$ cat config.mk
export PLATFORM = sky130hd
export DESIGN_NAME = l2_flush_sequencer
export DESIGN_NICKNAME = d
export VERILOG_FILES = /design/src/rtl/l2_flush_sequencer_pkg.sv /design/src/rtl/l2_flush_cnt.sv /design/src/rtl/l2_flush_sequencer.sv
export SDC_FILE = /design/constraint.sdc
export NUM_CORES = 1
export LEC_CHECK = 0
export BUFFER_PORTS_ARGS = -buffer_cell sky130_fd_sc_hd__buf_2
export CAP_MARGIN = 30
export CORE_UTILIZATION = 59
export CTS_BUF_LIST = sky130_fd_sc_hd__clkbuf_8
export DETAILED_ROUTE_END_ITERATION = 10
export GPL_ROUTABILITY_DRIVEN = 1
export GPL_TIMING_DRIVEN = 0
export HOLD_SLACK_MARGIN = 0.15
export PLACE_DENSITY = 0.86
export SLEW_MARGIN = 20
export SYNTH_ARGS = -nofsm -noshare
export SYNTH_HDL_FRONTEND = slang
export SYNTH_SLANG_ARGS = --single-unit
$ cat constraint.sdc
create_clock -name clk -period 5.1 [get_ports clk]
set_input_delay 0.255 -clock clk [delete_from_list [all_inputs] [get_ports clk]]
set_output_delay 0.255 -clock clk [all_outputs]
set_load 0.01 [all_outputs]
$ cat src/rtl/l2_flush_sequencer_pkg.sv
// Shared constants and types for the L2 flush sequencer.
package l2_flush_sequencer_pkg;

  localparam int L2_SET_BITS = 8;
  localparam int L2_WAY_BITS = 3;

  typedef logic [L2_SET_BITS-1:0] l2_set_t;
  typedef logic [L2_WAY_BITS-1:0] l2_way_t;

  typedef enum logic [1:0] {
    FL_IDLE  = 2'd0,
    FL_ISSUE = 2'd1,
    FL_WAIT  = 2'd2,
    FL_DONE  = 2'd3
  } flush_state_t;

  function automatic logic [31:0] sat_inc32(input logic [31:0] v);
    return (v == 32'hFFFF_FFFF) ? v : v + 32'd1;
  endfunction

endpackage

$ cat src/rtl/l2_flush_cnt.sv
// Nested way/set walk counter; way is the inner loop, carry out of set ends the walk.
module l2_flush_cnt
  import l2_flush_sequencer_pkg::*;
#(
  parameter int SET_BITS = L2_SET_BITS,
  parameter int WAY_BITS = L2_WAY_BITS
) (
  input  logic                clk,
  input  logic                rst,
  input  logic                clr,
  input  logic                incr,
  output logic [SET_BITS-1:0] set,
  output logic [WAY_BITS-1:0] way,
  output logic                last
);

  logic [WAY_BITS:0] r_way;
  logic [SET_BITS:0] r_set;
  logic [WAY_BITS:0] w_way_inc;
  logic [SET_BITS:0] w_set_inc;

  assign w_way_inc = {1'b0, r_way[WAY_BITS-1:0]} + {{WAY_BITS{1'b0}}, 1'b1};
  assign w_set_inc = {1'b0, r_set[SET_BITS-1:0]} + {{SET_BITS{1'b0}}, w_way_inc[WAY_BITS]};

  // Current pair is the last one when advancing it would carry out of set.
  assign last = w_set_inc[SET_BITS] & ~r_set[SET_BITS] & ~r_way[WAY_BITS];
  assign set  = r_set[SET_BITS-1:0];
  assign way  = r_way[WAY_BITS-1:0];

  // Walk counter state.
  always_ff @(posedge clk or negedge rst) begin
    if (!rst) begin
      r_way <= {(WAY_BITS+1){1'b0}};
      r_set <= {(SET_BITS+1){1'b0}};
    end else if (clr) begin
      r_way <= {(WAY_BITS+1){1'b0}};
      r_set <= {(SET_BITS+1){1'b0}};
    end else if (incr) begin
      r_way <= w_way_inc[WAY_BITS] ? {(WAY_BITS+1){1'b0}} : w_way_inc;
      r_set <= w_set_inc;
    end else begin
      r_way <= r_way;
      r_set <= r_set;
    end
  end

endmodule

$ cat src/rtl/l2_flush_sequencer.sv
// Full-cache flush sequencer walking every (set, way) pair through the L2 datapath.
// Optional statistics counters are enabled with L2_FLUSH_STATS_EN.
module l2_flush_sequencer
  import l2_flush_sequencer_pkg::*;
#(
  parameter int SET_BITS = L2_SET_BITS,
  parameter int WAY_BITS = L2_WAY_BITS
) (
  input  logic                clk,
  input  logic                rst,
  input  logic                flush_valid,
  output logic                flush_ready,
  input  logic                flush_all_i,
  output logic                step_valid,
  input  logic                step_ready,
  output logic [SET_BITS-1:0] step_set,
  output logic [WAY_BITS-1:0] step_way,
  output logic                step_all,
  input  logic                step_done,
  input  logic                stall,
  output logic                cpu_block,
  output logic                flush_done
`ifdef L2_FLUSH_STATS_EN
  ,output logic [SET_BITS+WAY_BITS:0] flush_lines_cnt
  ,output logic [31:0]                flush_cycles_cnt
`endif
);

  flush_state_t r_state;
  logic         r_flush_ready;
  logic         r_cpu_block;
  logic         r_flush_done;
  logic         r_step_all;
  logic         w_accept;
  logic         w_step_valid;
  logic         w_handshake;
  logic         w_advance;
  logic         w_last;

  assign w_accept     = (r_state == FL_IDLE) & r_flush_ready & flush_valid;
  // Stall must be able to withdraw a pending step in the same cycle it rises.
  assign w_step_valid = (r_state == FL_ISSUE) & ~stall;
  assign w_handshake  = w_step_valid & step_ready;
  assign w_advance    = (r_state == FL_WAIT) & step_done;

  assign flush_ready = r_flush_ready;
  assign step_valid  = w_step_valid;
  assign step_all    = r_step_all;
  assign cpu_block   = r_cpu_block;
  assign flush_done  = r_flush_done;

  l2_flush_cnt #(
    .SET_BITS (SET_BITS),
    .WAY_BITS (WAY_BITS)
  ) u_cnt (
    .clk  (clk),
    .rst  (rst),
    .clr  (w_accept),
    .incr (w_advance),
    .set  (step_set),
    .way  (step_way),
    .last (w_last)
  );

  // Flush control FSM with registered handshake and status outputs.
  always_ff @(posedge clk or negedge rst) begin
    if (!rst) begin
      r_state       <= FL_IDLE;
      r_flush_ready <= 1'b0;
      r_cpu_block   <= 1'b0;
      r_flush_done  <= 1'b0;
      r_step_all    <= 1'b0;
    end else begin
      case (r_state)
        FL_IDLE: begin
          if (w_accept) begin
            r_state       <= FL_ISSUE;
            r_flush_ready <= 1'b0;
            r_cpu_block   <= 1'b1;
            r_step_all    <= flush_all_i;
          end else begin
            r_flush_ready <= 1'b1;
            r_cpu_block   <= 1'b0;
          end
        end
        FL_ISSUE: begin
          if (w_handshake) begin
            r_state <= FL_WAIT;
          end else begin
            r_state <= FL_ISSUE;
          end
        end
        FL_WAIT: begin
          if (w_advance && w_last) begin
            r_state      <= FL_DONE;
            r_flush_done <= 1'b1;
          end else if (w_advance) begin
            r_state <= FL_ISSUE;
          end else begin
            r_state <= FL_WAIT;
          end
        end
        FL_DONE: begin
          // Ready is raised here so a held command is taken on the first IDLE cycle.
          r_state       <= FL_IDLE;
          r_flush_done  <= 1'b0;
          r_cpu_block   <= 1'b0;
          r_flush_ready <= 1'b1;
        end
        default: begin
          r_state       <= FL_IDLE;
          r_flush_ready <= 1'b0;
          r_cpu_block   <= 1'b0;
          r_flush_done  <= 1'b0;
        end
      endcase
    end
  end

`ifdef L2_FLUSH_STATS_EN
  localparam int LW = SET_BITS + WAY_BITS + 1;

  logic [LW-1:0] r_lines;
  logic [31:0]   r_cycles;

  // Lines issued in the current or most recent flush.
  always_ff @(posedge clk or negedge rst) begin
    if (!rst) begin
      r_lines <= {LW{1'b0}};
    end else if (w_accept) begin
      r_lines <= {LW{1'b0}};
    end else if (w_handshake) begin
      r_lines <= r_lines + LW'(1);
    end else begin
      r_lines <= r_lines;
    end
  end

  // Saturating count of cycles spent blocking the CPU.
  always_ff @(posedge clk or negedge rst) begin
    if (!rst) begin
      r_cycles <= 32'd0;
    end else if (r_cpu_block) begin
      r_cycles <= sat_inc32(r_cycles);
    end else begin
      r_cycles <= r_cycles;
    end
  end

  assign flush_lines_cnt  = r_lines;
  assign flush_cycles_cnt = r_cycles;
`endif

endmodule

# ---- Word-level counts from Yosys, hierarchy flattened
# Cells that the tools add are included.
dict set report word_totals {
  regBits 19
  in_bits 7
  out_inout_bits 16
  word_cells 47
}
dict set report op_classes {
  add_sub_neg 2
  eq_ne 5
  mux 16
  n_bitwise 10
  n_reduce_logical 7
}
# operator count
set ops {}
lappend ops {{9-bit two-way mux} 2}
lappend ops {{8-bit by 1-bit adder with 9-bit output} 1}
lappend ops {{2-bit two-way mux} 4}
lappend ops {{4-bit two-way mux} 2}
lappend ops {{2-bit one-hot mux with 4 select lines} 1}
lappend ops {{1-bit AND} 7}
lappend ops {{1-bit one-hot mux with 2 select lines} 3}
lappend ops {{2-bit nonzero test} 3}
lappend ops {{3-bit by 1-bit adder with 4-bit output, second input constant} 1}
lappend ops {{2-bit == test, second input constant} 2}
lappend ops {{2-bit by 1-bit != test with 1-bit output, second input constant} 2}
lappend ops {{2-bit AND reduction} 2}
lappend ops {{1-bit two-way mux} 3}
lappend ops {{3-bit two-way mux} 1}
lappend ops {{1-bit inverter} 3}
lappend ops {{2-bit by 1-bit == test with 1-bit output, second input constant} 1}
lappend ops {{2-bit logical NOT} 1}
lappend ops {{1-bit logical AND} 1}

# ---- Longest topological paths before layout
dict set report logic_depth {
  ltp_word 7
  depth_mapped 7
  mapped_depth_nobuf 7
}

# ---- Modules after synthesis
# Synthesis repeated with hierarchy kept, for this count alone.
dict set report unflattened {
  hier_cells 104
  area_unflattened_um2 1043.5
}
# mod instances cells_per_inst area_per_inst_um2 seq_area_each_um2
set modules_own_cells {}
lappend modules_own_cells {l2_flush_cnt 1 70 671.9 300.3}
lappend modules_own_cells {l2_flush_sequencer 1 34 371.6 150.1}

# ---- Least setup slack after synthesis
# No wires, ideal clock.
dict set report synth_timing {
  path_kind {register -> register}
  start {reg u_cnt.r_way[0]}
  end {reg r_flush_done, in the netlist flush_done}
  setup_ns 0.132
  arrival_ns 1.676
  t_required_ns 4.968
  slack_ns 3.292
  stages_incl_launch_ff 8
  path_buffers 0
  synth_period_minus_slack_ns 1.808
  cell_sequence {dfrtp_1 nand3_1 inv_1 ha_1 ha_1 nand4_2 o311ai_1 or3b_1}
}
dict set report synth_between {
  elab_chain_cells 7
}
# item line
set synth_rtl {}
lappend synth_rtl {{from (decl)} l2_flush_cnt.sv:17} ;# logic [WAY_BITS:0] r_way;
lappend synth_rtl {{from (signal assigned)} l2_flush_cnt.sv:33} ;# r_way <= {(WAY_BITS+1){1'b0}};
lappend synth_rtl {{from (signal assigned)} l2_flush_cnt.sv:36} ;# r_way <= {(WAY_BITS+1){1'b0}};
lappend synth_rtl {{from (signal assigned)} l2_flush_cnt.sv:39} ;# r_way <= w_way_inc[WAY_BITS] ? {(WAY_BITS+1){1'b0}} : w_way_inc;
lappend synth_rtl {{3-bit by 1-bit adder with 4-bit output} l2_flush_cnt.sv:22} ;# assign w_way_inc = {1'b0, r_way[WAY_BITS-1:0]} + {{WAY_BITS{1'b0}}, 1'b1};
lappend synth_rtl {{8-bit by 1-bit adder with 9-bit output} l2_flush_cnt.sv:23} ;# assign w_set_inc = {1'b0, r_set[SET_BITS-1:0]} + {{SET_BITS{1'b0}}, w_way_inc[WAY_BITS]};
lappend synth_rtl {{1-bit AND (2 in series)} l2_flush_cnt.sv:26} ;# assign last = w_set_inc[SET_BITS] & ~r_set[SET_BITS] & ~r_way[WAY_BITS];
lappend synth_rtl {{1-bit logical AND} l2_flush_sequencer.sv:94} ;# if (w_advance && w_last) begin
lappend synth_rtl {{2-bit by 1-bit != test with 1-bit output (no source line)} -}
lappend synth_rtl {{2-bit AND reduction (no source line)} -}
lappend synth_rtl {{to (signal assigned)} l2_flush_sequencer.sv:96} ;# r_flush_done <= 1'b1;
lappend synth_rtl {{to (signal assigned)} l2_flush_sequencer.sv:106} ;# r_flush_done <= 1'b0;
lappend synth_rtl {{to (signal assigned)} l2_flush_sequencer.sv:114} ;# r_flush_done <= 1'b0;
lappend synth_rtl {{to (decl)} l2_flush_sequencer.sv:32} ;# logic r_flush_done;
# No other way between the ends.
# A chain may end at the register's enable or synchronous reset.

# ---- Final worst setup path
# Ends and elaborated chain as after synthesis.

==> reports/metrics.csv <==
stage,metric,value,unit
timing,slew_viol_final,0,
placed_design,gp_congestion,0.870,
clocking,post_cts_buffers,0,
clocking,cts-root-buf,clkbuf_8,
placed_design,placed_cells,147,
synth,ys.flop_type,dfrtp_1,
floorplan,ioPinCount,23,
layout,final_core_util,77.4,%
grt,grt_usage,23.4,%
setup_path,r2r_start,u_cnt.r_way[0],
timing,hold_viol_final,0,
timing,fin_tns_setup,0,ps
power_and_ir_drop,power_density,358,mW/mm²
timing,fin_crit,1920,ps
setup_path,r2r_cells,7,
setup_path,critPathCaptureType,flop,
power_and_ir_drop,p_seq_share,43.2,%
layout,diodes,0,
clocking,clk_pin_slew_worst_paths,60,ps
run_status,violations,DRC,
detailed_routing,drt_iter0_markers,13,
hold_path,min_from,flush_all_i,
timing,period_share,37.7,%
synth,synth_edf_count,0,
power_and_ir_drop,power_frac_clock,22.3,%
hold_path,hp-class,input port to flop,
synth,synth.distinct_cells,35,
layout,area_growth,17.7,%
detailed_routing,first_pass_iters,7,
synth,synth_cells,109,
detailed_routing,drc,1,
grt,grt_max_degree,19,
power_and_ir_drop,p_switching,151,µW
layout,final_common_cell,buf_2,
clocking,cts.sinks,18,
synth,syn_area_per_cell,9.41,µm²
grt,grt_pass1_vias,784,
layout,drive_above_1_share,26.7,%
clocking,cts_buffer_depth,2,
timing,relSlewSlack,69.9,%
grt,grt_first_pass_wirelength,3240,µm
synth,yosys_warnings,0,
synth,synth_top_area_cell,dfrtp_1,
floorplan,die-area,0.00191,mm²
setup_path,critPathLaunchType,flop,
power_and_ir_drop,irDropWorstVdd,0.305,mV
synth,synth_top_area_share,43.9,%
grt,gr-total-overflow,0,
clocking,htreeDepth,1,
floorplan,core,0.00156,mm²
setup_path,worstPathRequired,5230,ps
hold_path,hold_depth,3,
detailed_routing,vias,877,
timing,fmaxAchievable,520,MHz
power_and_ir_drop,p_comb_share,34.5,%
power_and_ir_drop,finalPower,432,µW
power_and_ir_drop,leakagePower,0.639,nW
detailed_routing,wirelength,2000,µm
layout,fillers,110,
layout,layout.cells.non_filler,151,
setup_path,crit_fanout,6,
setup_path,reg2reg_slack,3180,ps
synth,async_reset_ff_share,100,%
floorplan,num_rows,14,
floorplan,initial_core_util,65.8,%
floorplan,die_w,43.7,µm
layout,final_cell_mix,"buf_2 (23), dfrtp_1 (18), nand2_1 (11)",
placed_design,portBuffers,22,
power_and_ir_drop,switching_share,34.9,%
timing,finalSetupViolCount,0,
detailed_routing,ant_nets,0,
timing,skew,2.65,ps
timing,rsz0062_at_grt,false,
clocking,clk_latency,250,ps
grt,antenna_found_initial,0,
flow_run,drv_cap,0,
clocking,numCtsBuffers,3,
detailed_routing,via_per_inst,5.81,
power_and_ir_drop,p_int,281,µW
hold_path,hold_end,step_all,
synth,netlist_top_cells_area,"dfrtp_1 (44%), ha_1 (8.5%), buf_4 (5.9%), a21oi_1 (4.9%), nand2_1 (4.0%)",
floorplan,die_y,43.7,µm
synth,yosysSeqAreaShare,43.9,%
timing,tightest_slew,452,ps
synth,syn-num-nets,123,
run_status,status,finished with violations,
synth,synth_seq_cells,18,
setup_path,reg2reg_to,flush_done,
layout,nets,151,
setup_path,arrival,2050,ps
placed_design,dp_hpwl,1410,µm
detailed_routing,wl_per_cell,13.2,µm
setup_path,crit_type,flop to flop,
clocking,cts_tree,yes,
synth,netlist_area,0.00103,mm²
[critical path: stages, from the launching register on]
cell and delay [ps]:
dfrtp_1 410, nand3_1 140, inv_1 80, ha_1 180, ha_1 200, nand4_2 150
o311ai_1 280, or3b_1 360
[sequential cells by signal (all words and copies together) (netlist names)]
signal and flops:
flush_done 1, r_state 2, u_cnt.r_set 9, step_all 1, flush_ready 1, cpu_block 1
u_cnt.r_way 3
[cells by family (layout without fill, tap and decap cells)]
family                   after synthesis  in the layout  share of synthesized area, %
flip-flops                            18             18                          43.9
XOR/XNOR                               2              2                          1.71
AND/OR/NAND/NOR                       42             42                          22.7
AO/OA/AOI/OAI                         24             24                          14.3
buffers and inverters                 16             42                          8.90
adder cells (fa/ha/maj)                7              7                          8.54
[cell type report]
cell class	count	area [µm²]	share of cell area, %
multi-input combinational	75	484	40.1
sequential	18	450	37.3
timing repair buffer	23	120	9.95
buffer	10	68.8	5.70
clock buffer	3	41.3	3.42
inverter	6	22.5	1.87
tap	16	20.0	1.66
[stage by stage]
step,setup slack (ps),instance area [µm²],hold slack [ps]
2_1_floorplan,3290,1030,-40.6
3_3_place_gp,3220,1160,204
3_5_place_dp,3190,1160,209
4_1_cts,3170,1210,189
5_1_grt,3080,1210,194
6_report,3180,1210,193
[power by group through the flow]
stage,Combinational [mW],Clock (mW),Sequential [mW]
2_1_floorplan,0.0927,0,0.195
3_3_place_gp,0.141,0,0.187
3_5_place_dp,0.147,0,0.189
4_1_cts,0.149,0.0994,0.187
5_1_grt,0.167,0.105,0.190
6_report,0.149,0.0964,0.187
[worst max-delay path by stage]
stage	startpoint	end	slack, ps
after floorplan	u_cnt.r_way[0]	flush_done	3290
after global placement	u_cnt.r_way[0]	flush_done	3220
after detailed placement	u_cnt.r_way[0]	flush_done	3190
after CTS	u_cnt.r_way[0]	flush_done	3170
after global routing	u_cnt.r_way[0]	flush_done	3080
final	u_cnt.r_way[0]	flush_done	3180
[per-layer routing]
layer	up-vias	global-route usage (%)	wire length [µm]
li1	436	-	-
met4	0	13.8	21
met1	410	29.4	935
met2	27	37.3	939
met3	4	4.58	100
met5	-	0	0
[cell usage after synthesis, drive strengths merged (2+ instances only)]
cell / count
dfrtp: 18
or3: 4
nor2: 2
nand2: 11
a211oi: 2
and2: 2
ha: 7
a21oi: 10
nand2b: 3
nand4: 2
nor3: 2
nand3: 8
nor2b: 2
o21ai: 5
inv: 6
buf: 9
[what timing repair did]
action                    in CTS  in global routing
resized for setup              0                  0
hold endpoints to repair      18                  0
hold buffers                   1                  0
Power figures use the tool's default switching activity.
